==> src/rtl/rom_fetch_sequencer_pkg.sv <==
// Shared constants for the program ROM fetch path: geometry, reset PC, FSM encoding.
// Latency: n/a. Backpressure: n/a.
// Geometry defaults match the 4K x 8 program ROM.
package rom_fetch_sequencer_pkg;

    localparam int ROM_ADDR_W = 12;
    localparam int ROM_DATA_W = 8;

    localparam logic [ROM_ADDR_W-1:0] DEFAULT_RESET_PC = 12'h000;

    localparam logic [1:0] ST_IDLE  = 2'd0;
    localparam logic [1:0] ST_FETCH = 2'd1;
    localparam logic [1:0] ST_VALID = 2'd2;

endpackage

==> src/rtl/rom_fetch_sequencer_pc_counter.sv <==
// Program counter register with jump load, increment and wrap pulse.
// Latency: pc and wrap update one edge after load/inc.
// Backpressure: none; the caller gates inc. Load always wins over inc.
module pc_counter #(
    parameter int W = 12,
    parameter logic [W-1:0] RESET_PC = '0
) (
    input  logic         clk,
    input  logic         reset,
    input  logic         load,
    input  logic [W-1:0] load_addr,
    input  logic         inc,
    output logic [W-1:0] pc,
    output logic         wrap
);

    always_ff @(posedge clk or negedge reset) begin
        if (!reset) begin
            pc   <= RESET_PC;
            wrap <= 1'b0;
        end else begin
            wrap <= 1'b0;
            if (load) begin
                // A jump to 0 is not a roll-over, so wrap stays low.
                pc <= load_addr;
            end else if (inc) begin
                pc   <= pc + W'(1);
                wrap <= &pc;
            end
        end
    end

endmodule

==> src/rtl/rom_fetch_sequencer.sv <==
// PC/fetch controller for the program ROM; presents {instr,oprnd} to decode.
// Latency: ROM_LAT+1 edges from leaving IDLE to instr_valid; one word per ROM_LAT+2 cycles.
// Backpressure: word held stable while instr_ready=0; load drops or redirects it.
module rom_fetch_sequencer
    import rom_fetch_sequencer_pkg::*;
#(
    parameter int ADDR_W  = ROM_ADDR_W,
    parameter int DATA_W  = ROM_DATA_W,
    parameter int ROM_LAT = 0,
    parameter logic [ADDR_W-1:0] RESET_PC = ADDR_W'(DEFAULT_RESET_PC)
) (
    input  logic                clk,
    input  logic                reset,
    input  logic                enable,
    input  logic                load,
    input  logic [ADDR_W-1:0]   load_addr,
    output logic [ADDR_W-1:0]   rom_addr,
    input  logic [DATA_W-1:0]   rom_data,
    output logic                instr_valid,
    input  logic                instr_ready,
    output logic [DATA_W/2-1:0] instr,
    output logic [DATA_W/2-1:0] oprnd,
    output logic [ADDR_W-1:0]   instr_pc,
    output logic                pc_wrap
);

    localparam int         HALF = DATA_W / 2;
    localparam logic [1:0] LAT  = 2'(ROM_LAT);

    logic [1:0]        state;
    logic [1:0]        cnt;
    logic [ADDR_W-1:0] pc;
    logic              pc_inc;

    // Advance only on a completed handshake that is not redirected by a jump.
    assign pc_inc   = (state == ST_VALID) && instr_ready && !load;
    assign rom_addr = pc;

    pc_counter #(
        .W        (ADDR_W),
        .RESET_PC (RESET_PC)
    ) u_pc (
        .clk       (clk),
        .reset     (reset),
        .load      (load),
        .load_addr (load_addr),
        .inc       (pc_inc),
        .pc        (pc),
        .wrap      (pc_wrap)
    );

    always_ff @(posedge clk or negedge reset) begin
        if (!reset) begin
            state       <= ST_IDLE;
            cnt         <= '0;
            instr_valid <= 1'b0;
            instr       <= '0;
            oprnd       <= '0;
            instr_pc    <= '0;
        end else begin
            case (state)
                ST_IDLE: begin
                    if (enable) begin
                        state <= ST_FETCH;
                        cnt   <= '0;
                    end
                end
                ST_FETCH: begin
                    // A jump restarts the ROM wait against the new address.
                    if (load) begin
                        cnt <= '0;
                    end else if (cnt == LAT) begin
                        instr       <= rom_data[DATA_W-1:HALF];
                        oprnd       <= rom_data[HALF-1:0];
                        instr_pc    <= pc;
                        instr_valid <= 1'b1;
                        state       <= ST_VALID;
                    end else begin
                        cnt <= cnt + 2'd1;
                    end
                end
                ST_VALID: begin
                    if (instr_ready || load) begin
                        instr_valid <= 1'b0;
                        cnt         <= '0;
                        state       <= enable ? ST_FETCH : ST_IDLE;
                    end
                end
                default: state <= ST_IDLE;
            endcase
        end
    end

endmodule

==> config.mk <==
export PLATFORM = sky130hd
export DESIGN_NAME = rom_fetch_sequencer
export DESIGN_NICKNAME = d
export VERILOG_FILES = /design/src/rtl/rom_fetch_sequencer_pkg.sv /design/src/rtl/rom_fetch_sequencer_pc_counter.sv /design/src/rtl/rom_fetch_sequencer.sv
export SDC_FILE = /design/constraint.sdc
export NUM_CORES = 1
export LEC_CHECK = 0
export CORE_ASPECT_RATIO = 1.1
export CORE_MARGIN = 1
export CORE_UTILIZATION = 40
export DETAILED_ROUTE_END_ITERATION = 12
export GPL_TIMING_DRIVEN = 1
export MAX_ROUTING_LAYER = met4
export PLACE_DENSITY = 0.84
export SLEW_MARGIN = 20
export SYNTH_ARGS = -nofsm -noshare
export SYNTH_HDL_FRONTEND = slang
export SYNTH_SLANG_ARGS = --single-unit
==> constraint.sdc <==
create_clock -name clk -period 1.4 [get_ports clk]
set_input_delay 0.21 -clock clk [delete_from_list [all_inputs] [get_ports clk]]
set_output_delay 0.21 -clock clk [all_outputs]
set_load 0.01 [all_outputs]
## Word level (Yosys, flattened, before mapping)

Cells that the tools add are included.

| storage, ports and cells | value |
|---|---|
| word-level logic and storage cells | 51 |
| input port bits | 25 |
| register bits | 38 |
| output and inout port bits | 34 |

| cells by class | value |
|---|---|
| reductions and logical operators | 14 |
| equal/unequal tests | 7 |
| bitwise operators | 1 |
| mux-type cells | 19 |
| add/subtract/negate cells | 2 |

Operators with widths:

| cell | count |
|---|---|
| $mux 12 | 2 |
| $mux 2 | 8 |
| $add 12x1->12 const B | 1 |
| $pmux 2 s3 | 2 |
| $reduce_and 12->1 | 1 |
| $reduce_and 4->1 | 3 |
| $mux 1 | 6 |
| $ne 2x2->1 const B | 3 |
| $logic_not 2->1 | 2 |
| $reduce_bool 2->1 | 2 |
| $ne 3x3->1 const B | 1 |
| $reduce_and 3->1 | 1 |
| $reduce_bool 3->1 | 1 |
| $add 2x1->2 const B | 1 |
| $eq 2x1->1 const B | 1 |
| $eq 2x2->1 const B | 1 |
| $logic_and 1x1->1 | 2 |
| $ne 2x1->1 const B | 1 |
| $pmux 1 s2 | 1 |
| $logic_not 1->1 | 1 |
| $logic_or 1x1->1 | 1 |
| $not 1->1 | 1 |

## Longest topological paths before layout

Gate-level depths: netlist of run 1.

| depth | value |
|---|---|
| depth after elaboration | 5 |
| mapped depth | 6 |
| mapped depth without buffers | 6 |

## Modules after synthesis

A second synthesis of run 1 with hierarchy kept.

| second synthesis, totals | value |
|---|---|
| cells, all modules | 146 |
| area, all modules | 1734.2 µm² |

Modules (own cells, without submodules):

| module | seq. area each (µm²) | area an instance (µm²) | instances | cells each |
|---|---|---|---|---|
| rom_fetch_sequencer | 625.6 | 1038.5 | 1 | 72 |
| pc_counter | 325.3 | 695.7 | 1 | 74 |

## Worst setup path after synthesis of run 1

Ideal clock, no wire load.

| path | value |
|---|---|
| path kind | register to register |
| start point | register cnt[0] |
| end point | register instr[0] |
| arrival | 1.315 ns |
| cell stages (with the launch flop) | 6 |
| path buffers | 1 |
| period minus slack after synthesis | 1.440 ns |
| slack | -0.040 ns |
| data required time | 1.275 ns |
| setup time | 0.125 ns |
| cells stage by stage | dfrtp_1 inv_1 ha_1 and4bb_2 buf_4 mux2_2 |

| on the way | value |
|---|---|
| cells in the longest elaborated chain, start to end | 2 |

Ends and longest elaborated chain:

| element | line | text |
|---|---|---|
| start, declared | rom_fetch_sequencer.sv:31 | `logic [1:0] cnt;` |
| start signal, assigned | rom_fetch_sequencer.sv:79 | `cnt <= cnt + 2'd1;` |
| $logic_not 2->1 | rom_fetch_sequencer.sv:72 | `end else if (cnt == LAT) begin` |
| $reduce_and 3->1 (no line) | - |  |
| end signal, assigned | rom_fetch_sequencer.sv:73 | `instr <= rom_data[DATA_W-1:HALF];` |
| end, declared | rom_fetch_sequencer.sv:21 | `output logic [DATA_W/2-1:0] instr,` |

No other way between the ends.
A chain may end at the register's enable or synchronous reset.

## Worst setup path in the final report of run 1

| path | value |
|---|---|
| start point | register cnt[1] |
| end point | register oprnd[3] |

| on the way | value |
|---|---|
| cells in the longest elaborated chain, start to end | 2 |

Ends and longest elaborated chain:

| element | line | text |
|---|---|---|
| $logic_not 2->1 | rom_fetch_sequencer.sv:72 |  |
| $reduce_and 3->1 (no line) | - |  |
| end signal, assigned | rom_fetch_sequencer.sv:74 | `oprnd <= rom_data[HALF-1:0];` |
| end, declared | rom_fetch_sequencer.sv:22 | `output logic [DATA_W/2-1:0] oprnd,` |

No other way between the ends.

==> results.json, run 1 <==
{
  "run_status": "finished, violations left",
  "failing_checks": "negative setup slack",
  "path_delay_family": "flip-flops",
  "synth_enable_flop_cells": 0,
  "synth_cell_types": 38,
  "finalMaxSlewViolations": 0,
  "area_delta_synth_final_pct": 59.8,
  "min-delay-path-class": "in2async",
  "finalNonFillerCells": 285,
  "share_of_final_layout_standard_cells_stronger_than_drive_strength_1_pct": 34.6,
  "synthCells": 145,
  "arrival_worst_endpoint_ns": 1.72,
  "postRouteAntennaNets": 0,
  "crit_path_max_incr_delay_ns": 0.39,
  "drt-total-wl_um": 4390,
  "gr-total-overflow": 0,
  "clk_latency_ns": 0.30,
  "die_area_um2": 4730,
  "final_critical_path_setup_slack_ns": -0.138,
  "netlist_area_pre_place_um2": 1780,
  "sum_of_buffers_and_inverters_on_the_critical_path": 2,
  "antenna_found_initial": 0,
  "groute.layer.met2.usage_pct": 32.2,
  "rr_worst_depth": 5,
  "grt_util_met1_pct": 23.5,
  "core_area_um2": 4290,
  "setup.reg_to_reg.worst_slack_ns": -0.14,
  "vias_per_cell": 5.05,
  "timing_worst_setup_path_type": "reg2reg",
  "synth_top_area_share_pct": 53.4,
  "clock-root-buffer": "sky130_fd_sc_hd__clkbuf_8",
  "dominantRegCellSynth": "sky130_fd_sc_hd__dfrtp_1",
  "io_buffer_count": 58,
  "timing.critical_path.from_type": "flip-flop",
  "post-dp-hpwl_um": 2940,
  "worst-endpoint-required_ns": 1.58,
  "floorplan.die.height_um": 72.0,
  "synth_area_leader_cell": "sky130_fd_sc_hd__dfrtp_1",
  "detail_route.wl_per_cell_um": 15.4,
  "fin_crit_period_ns": 1.54,
  "ys_ff_latch": 38,
  "num-fill-cells": 336,
  "globalRoute.busiestLayer": "met2",
  "final_nets": 257,
  "dr_total_vias": 1439,
  "seq_area_frac_synth_pct": 53.4,
  "layout_commonest_cell": "sky130_fd_sc_hd__dfrtp_1",
  "async_set_or_reset_flop_fraction_in_the_synthesized_netlist_pct": 100,
  "timing.max_cap.violations": 0,
  "final_setup_violating_endpoints": 22,
  "worstSetupPathDepth": 5,
  "place_inst": 266,
  "first_pass_iters": 4,
  "detailedRoute.firstIterationViolations": 23,
  "numCtsBuffers": 5,
  "tightest_slew_ns": 0.337,
  "skew_ns": 0.0104,
  "global_route.usage.met3_pct": 5.50,
  "r2r_end": "oprnd[3]",
  "grt_max_degree": 21,
  "finalCritPeriodShare_pct": 110,
  "tritoncts_num_sinks": 38,
  "tritoncts_clock_tree": "yes",
  "grt_usage_pct": 19.8,
  "cp_cell_sequence": "inv_1 > ha_2 > and4bb_4 > buf_12 > mux2_2",
  "fmaxAchievable_mhz": 650,
  "final_core_util_pct": 66.4,
  "p_leak_nw": 1.38,
  "gpl.final_weighted_congestion": 0.757,
  "floorplan.rows": 25,
  "most-common-layout-cells": "sky130_fd_sc_hd__dfrtp_1, sky130_fd_sc_hd__dlygate4sd2_1, sky130_fd_sc_hd__buf_4",
  "fin_tns_setup_ns": -2.45,
  "syn-mean-instance-area_um2": 12.3,
  "rsz0062_at_grt": "true",
  "post-route-drc-count": 0,
  "first_global_vias": 1429,
  "htree_num_levels": 2,
  "grt_first_pass_wirelength_um": 6650,
  "max-vdd-ir-drop_mv": 0.958,
  "hold_violations": 0,
  "clk_path_buf_depth": 2,
  "top_level_ports": 59,
  "floorplan.die.width_um": 65.6,
  "antenna-diode-count": 0,
  "critical_path.max_fanout": 10,
  "critical_path.slowest_cell": "sky130_fd_sc_hd__dfrtp_1",
  "timing.rr.start": "cnt[1]",
  "power.density_cell_area_nw_per_um2": 1680,
  "mapped_nets": 172,
  "slew_headroom_pct": 77.5,
  "critPathCaptureType": "flip-flop",
  "yosysWarnings": 0,
  "initial_utilization_pct": 41.6,
  "synth_area_leaders": "sky130_fd_sc_hd__dfrtp_1, sky130_fd_sc_hd__mux2_2, sky130_fd_sc_hd__nand2_1",
  "clkTransAtPathRegs_ns": 0.07
}
## sequential cells by signal (all words and copies together), names as in the netlist
register	flops
cnt	2
instr	4
instr_pc	12
instr_valid	1
oprnd	4
state	2
u_pc.pc	12
u_pc.wrap	1
## worst max-delay path by stage
stage | from | endpoint | slack, ns
after floorplan | cnt[0] | instr[0] | -0.03
after CTS | cnt[1] | oprnd[3] | -0.13
final | cnt[1] | oprnd[3] | -0.14
after global placement | instr_ready | cnt[0] | -0.23
after global routing | cnt[1] | instr[3] | -0.19
after detailed placement | instr_ready | u_pc.pc[10] | -0.31
## stage by stage
stage                     worst slack [ns]  power (W)  hold slack (ns)  instance area [µm²]
after floorplan                    -0.0266    0.00261          -0.0856                 1790
after global placement              -0.234    0.00350            0.128                 2530
after detailed placement            -0.312    0.00358            0.132                 2530
after CTS                           -0.128    0.00466            0.364                 2730
after global routing                -0.188    0.00503            0.375                 2850
final                               -0.138    0.00477            0.352                 2850
## layout make-up
class | count | area (µm²) | area share, %
Inverter | 2 | 7.51 | 0.264
Tap cell | 54 | 67.6 | 2.37
Sequential cell | 38 | 956 | 33.6
Clock buffer | 6 | 82.6 | 2.90
Clock inverter | 2 | 60.1 | 2.11
Multi-Input combinational cell | 96 | 840 | 29.5
Timing Repair Buffer | 87 | 833 | 29.3
## layer usage
metal  wire length (µm)  vias to the layer above
li1                   -                      681
met4                 65                        0
met5                  0                        -
met3                213                        6
met2               2200                       46
met1               1910                      706
## cell families (layout without fill, tap and decap cells)
group,after synthesis,count (layout),share of synthesized area [%]
xor+xnor,11,11,5.41
flops,38,38,53.4
buf+inv,11,97,3.72
fa+ha+maj,2,2,1.40
simple gates,42,42,15.7
mux,23,23,14.5
compound gates,18,18,5.90
## synthesized netlist by cell type, types with 2 or more instances
cell type,n
sky130_fd_sc_hd__nand2b_1,2
sky130_fd_sc_hd__a21oi_1,2
sky130_fd_sc_hd__mux2_2,22
sky130_fd_sc_hd__o21ai_1,4
sky130_fd_sc_hd__o21ai_0,7
sky130_fd_sc_hd__dfrtp_1,38
sky130_fd_sc_hd__xor2_1,6
sky130_fd_sc_hd__nor3_1,3
sky130_fd_sc_hd__ha_1,2
sky130_fd_sc_hd__nand4_2,2
sky130_fd_sc_hd__buf_4,4
sky130_fd_sc_hd__nor4_2,2
sky130_fd_sc_hd__inv_1,2
sky130_fd_sc_hd__xnor2_1,5
sky130_fd_sc_hd__nor2_1,4
sky130_fd_sc_hd__nand4_1,2
sky130_fd_sc_hd__nand2_1,14
sky130_fd_sc_hd__nand3b_1,3
sky130_fd_sc_hd__nand3_1,2
## power by group
part	switching [W]	internal, W
clock network	0.000398	0.000760
registers	0.000220	0.00146
logic	0.000779	0.00115
total	0.00140	0.00338
## worst register-to-register path: cells and delay by family (launching register included)
family,cells,cell delay (ns)
mux,1,0.34
fa+ha+maj,1,0.18
simple gates,1,0.30
buf+inv,2,0.21
flops,1,0.39
## timing repair
item,CTS,global route
gates resized for setup,35,21
gates cloned,0,2
hold endpoints to repair,11,0
pin swaps,2,6
hold buffers,1,0
endpoints found under the setup margin,49,36
setup buffers,7,1
Note: power is estimated with default switching activity, not from simulation.
==> inputs of run 2 (changes only) <==
--- a/config.mk
+++ b/config.mk
@@ -5,13 +5,14 @@
 export SDC_FILE = /design/constraint.sdc
 export NUM_CORES = 1
 export LEC_CHECK = 0
+export ABC_AREA = 1
 export CORE_ASPECT_RATIO = 1.1
 export CORE_MARGIN = 1
 export CORE_UTILIZATION = 40
 export DETAILED_ROUTE_END_ITERATION = 12
-export GPL_TIMING_DRIVEN = 1
+export GPL_TIMING_DRIVEN = 0
 export MAX_ROUTING_LAYER = met4
-export PLACE_DENSITY = 0.84
+export PLACE_DENSITY = 0.83
 export SLEW_MARGIN = 20
 export SYNTH_ARGS = -nofsm -noshare
 export SYNTH_HDL_FRONTEND = slang
==> results.json, run 2 <==
{
  "rsz0062_at_grt": "true",
  "run_status": "complete, no violations",
  "finalCritPeriodShare_pct": 96.1,
  "grt_first_pass_wirelength_um": 8380,
  "biggestRegsByFlops": "instr_pc x12, u_pc.pc x12",
  "post-route-drc-count": 0,
  "top_level_ports": 59,
  "synth_area_leader_cell": "sky130_fd_sc_hd__dfrtp_1",
  "first_pass_iters": 4,
  "internal_power_w": 0.00324,
  "synth_compound_gate_area_share_pct": 10.0,
  "critPathCaptureType": "output port",
  "yosys.area_share.xor_xnor_pct": 0,
  "yosysWarnings": 0,
  "dp_worst_setup_slack_ns": -0.205,
  "syn-mean-instance-area_um2": 8.03,
  "ys_ff_latch": 38,
  "die_area_um2": 5020,
  "core_area_um2": 4410,
  "critical_path.max_fanout": 3,
  "grt_max_degree": 22,
  "seq_area_frac_synth_pct": 50.2,
  "dr_total_vias": 1857,
  "dominantRegCellSynth": "sky130_fd_sc_hd__dfrtp_1",
  "synth_cell_types": 28,
  "io_buffer_count": 58,
  "hold_violations": 0,
  "area_delta_synth_final_pct": 50.6,
  "timing.critical_path.from_type": "flip-flop",
  "max-vdd-ir-drop_mv": 0.672,
  "total_switching_power_w": 0.00175,
  "fmaxAchievable_mhz": 743,
  "synth_adder_area_share_pct": 1.32,
  "synth.area.mux_share_pct": 0,
  "combined_flip_flop_and_latch_cell_area_um2": 958,
  "tritoncts_num_sinks": 38,
  "clk_path_buf_depth": 2,
  "grt_usage_pct": 23.6,
  "slew_headroom_pct": 68.5,
  "synth_enable_flop_cells": 0,
  "clkTransAtPathRegs_ns": 0.08,
  "synth_area_leaders": "sky130_fd_sc_hd__dfrtp_1, sky130_fd_sc_hd__nand2_1, sky130_fd_sc_hd__nor2_1",
  "final_critical_path_setup_slack_ns": 0.0546,
  "synth_simple_gate_area_share_pct": 29.8,
  "postRouteAntennaNets": 0,
  "drt-total-wl_um": 5040,
  "gpl.final_weighted_congestion": 0.870,
  "synth_top_family_by_area": "simple AND/OR/NAND/NOR gates",
  "power.combinational.fraction_pct": 41.8,
  "timing_worst_setup_path_type": "reg2out",
  "clock-root-buffer": "sky130_fd_sc_hd__clkbuf_8",
  "post-dp-hpwl_um": 3560,
  "clock_power_share_pct": 23.3,
  "yosysMostFrequentCell": "sky130_fd_sc_hd__nand2_1",
  "gr-total-overflow": 0,
  "async_set_or_reset_flop_fraction_in_the_synthesized_netlist_pct": 100,
  "htree_num_levels": 2,
  "worst-endpoint-required_ns": 1.19,
  "antenna-diode-count": 0,
  "tightest_slew_ns": 0.472,
  "fin_crit_period_ns": 1.35,
  "synth_top_area_share_pct": 50.2,
  "netlist_area_pre_place_um2": 1900,
  "final_nets": 342,
  "num-fill-cells": 365,
  "mapped_nets": 263,
  "initial_utilization_pct": 43.0,
  "min-delay-path-class": "in2async",
  "tritoncts_clock_tree": "yes",
  "floorplan.die.width_um": 67.6,
  "p_leak_nw": 1.56,
  "detailedRoute.firstIterationViolations": 97,
  "fin_tns_setup_ns": 0,
  "synth.cells.most_frequent": "sky130_fd_sc_hd__nand2_1, sky130_fd_sc_hd__dfrtp_1, sky130_fd_sc_hd__nor2_1",
  "multi_input_comb_area_um2": 797,
  "layout_commonest_cell": "sky130_fd_sc_hd__nand2_1",
  "final_setup_violating_endpoints": 0,
  "detail_route.wl_per_cell_um": 13.6,
  "skew_ns": 0.00871,
  "final_core_util_pct": 64.7,
  "arrival_worst_endpoint_ns": 1.14,
  "antenna_found_initial": 0,
  "timing.max_cap.violations": 0,
  "floorplan.die.height_um": 74.2,
  "finalMaxSlewViolations": 0,
  "floorplan.rows": 25,
  "synthCells": 236,
  "switching_share_pct": 35.1,
  "first_global_vias": 1818,
  "seq_power_share_pct": 34.9,
  "most-common-layout-cells": "sky130_fd_sc_hd__nand2_1, sky130_fd_sc_hd__dfrtp_1, sky130_fd_sc_hd__clkdlybuf4s50_1",
  "power.density_cell_area_nw_per_um2": 1750,
  "vias_per_cell": 5.02,
  "clk_latency_ns": 0.30,
  "share_of_final_layout_standard_cells_stronger_than_drive_strength_1_pct": 17.1,
  "numCtsBuffers": 5
}
==> run 2: cell count changes in the layout (fill, tap and decap cells not counted), moves of 6 or more <==
cell                             delta
sky130_fd_sc_hd__nand2_1           +70
sky130_fd_sc_hd__inv_1             +18
sky130_fd_sc_hd__nor2_1            +17
sky130_fd_sc_hd__mux2_2            -13
sky130_fd_sc_hd__buf_4             -11
sky130_fd_sc_hd__mux2_4             -9
sky130_fd_sc_hd__nand3_1            +9
sky130_fd_sc_hd__dlygate4sd2_1      -7
sky130_fd_sc_hd__dlymetal6s2s_1     +7
sky130_fd_sc_hd__o21ai_0            +6
sky130_fd_sc_hd__xor2_1             -6
==> run 2: path summary, 6_finish.rpt <==
check                                 start     endpoint  slack (ns)  cells past startpoint
worst max-delay path             u_pc.pc[0]  rom_addr[0]        0.05                      2
worst max register to register   u_pc.pc[1]   u_pc.pc[8]        0.06                      8
min in group clk                rom_data[2]     oprnd[2]        0.45                      3
max in group asynchronous             reset     state[1]        0.53                      3
worst min register to register     oprnd[0]     oprnd[0]        0.47                      2
worst min-delay path                  reset   u_pc.pc[8]        0.39                      2
==> run 2: repair_timing <==
| action | in CTS | in global routing |
|---|---|---|
| gates cloned | 0 | 0 |
| resized for setup | 24 | 25 |
| hold buffers | 1 | 0 |
| buffers inserted | 11 | 1 |
| pin swaps | 0 | 2 |
| endpoints found under the setup margin | 23 | 42 |
| hold endpoints to repair | 17 | 0 |
==> run 2: per-layer routing <==
layer  up-vias  GRT usage, %  wire length [µm]
li1        912             -                 -
met1       873          29.8              2190
met2        63          37.1              2440
met3         9          3.22               303
met4         0          10.6               106
met5         -             -                 0
==> run 2: cell families after synthesis <==
logic type,count (synthesis)
DFF,38
and+or+nand+nor,131
buffers and inverters,31
AOI/OAI and AO/OA,34
adders and majority gates,2
==> run 2: worst max-delay path: stages (launching register included) <==
cell	delay (ns)
sky130_fd_sc_hd__dfrtp_2	0.43
sky130_fd_sc_hd__buf_4	0.14
sky130_fd_sc_hd__dlygate4sd2_1	0.27
==> run 2: layout make-up <==
class / count / share of cell area [%]
Sequential cell: 38 / 33.6
Multi-Input combinational cell: 167 / 27.9
Timing Repair Buffer: 72 / 25.3
Inverter: 23 / 3.51
Clock buffer: 6 / 2.89
Buffer: 8 / 2.37
Tap cell: 54 / 2.37
Clock inverter: 2 / 2.10
==> run 2: power by group through the flow <==
stage	combinational (W)	sequential (W)	clock [W]
2_1_floorplan	0.000888	0.00194	0
3_3_place_gp	0.00198	0.00180	0
3_5_place_dp	0.00205	0.00181	0
4_1_cts	0.00210	0.00175	0.00118
5_1_grt	0.00234	0.00179	0.00122
6_report	0.00209	0.00174	0.00116
==> run 2: per-stage QoR <==
stage | hold WS, ns | instance area, µm² | std cells | power, W
floorplan | -0.0856 | 1900 | 236 | 0.00282
global placement | 0.453 | 2540 | 348 | 0.00378
detailed placement | 0.190 | 2570 | 349 | 0.00386
CTS | 0.404 | 2790 | 369 | 0.00503
global route | 0.452 | 2850 | 370 | 0.00535
finish | 0.392 | 2850 | 370 | 0.00499
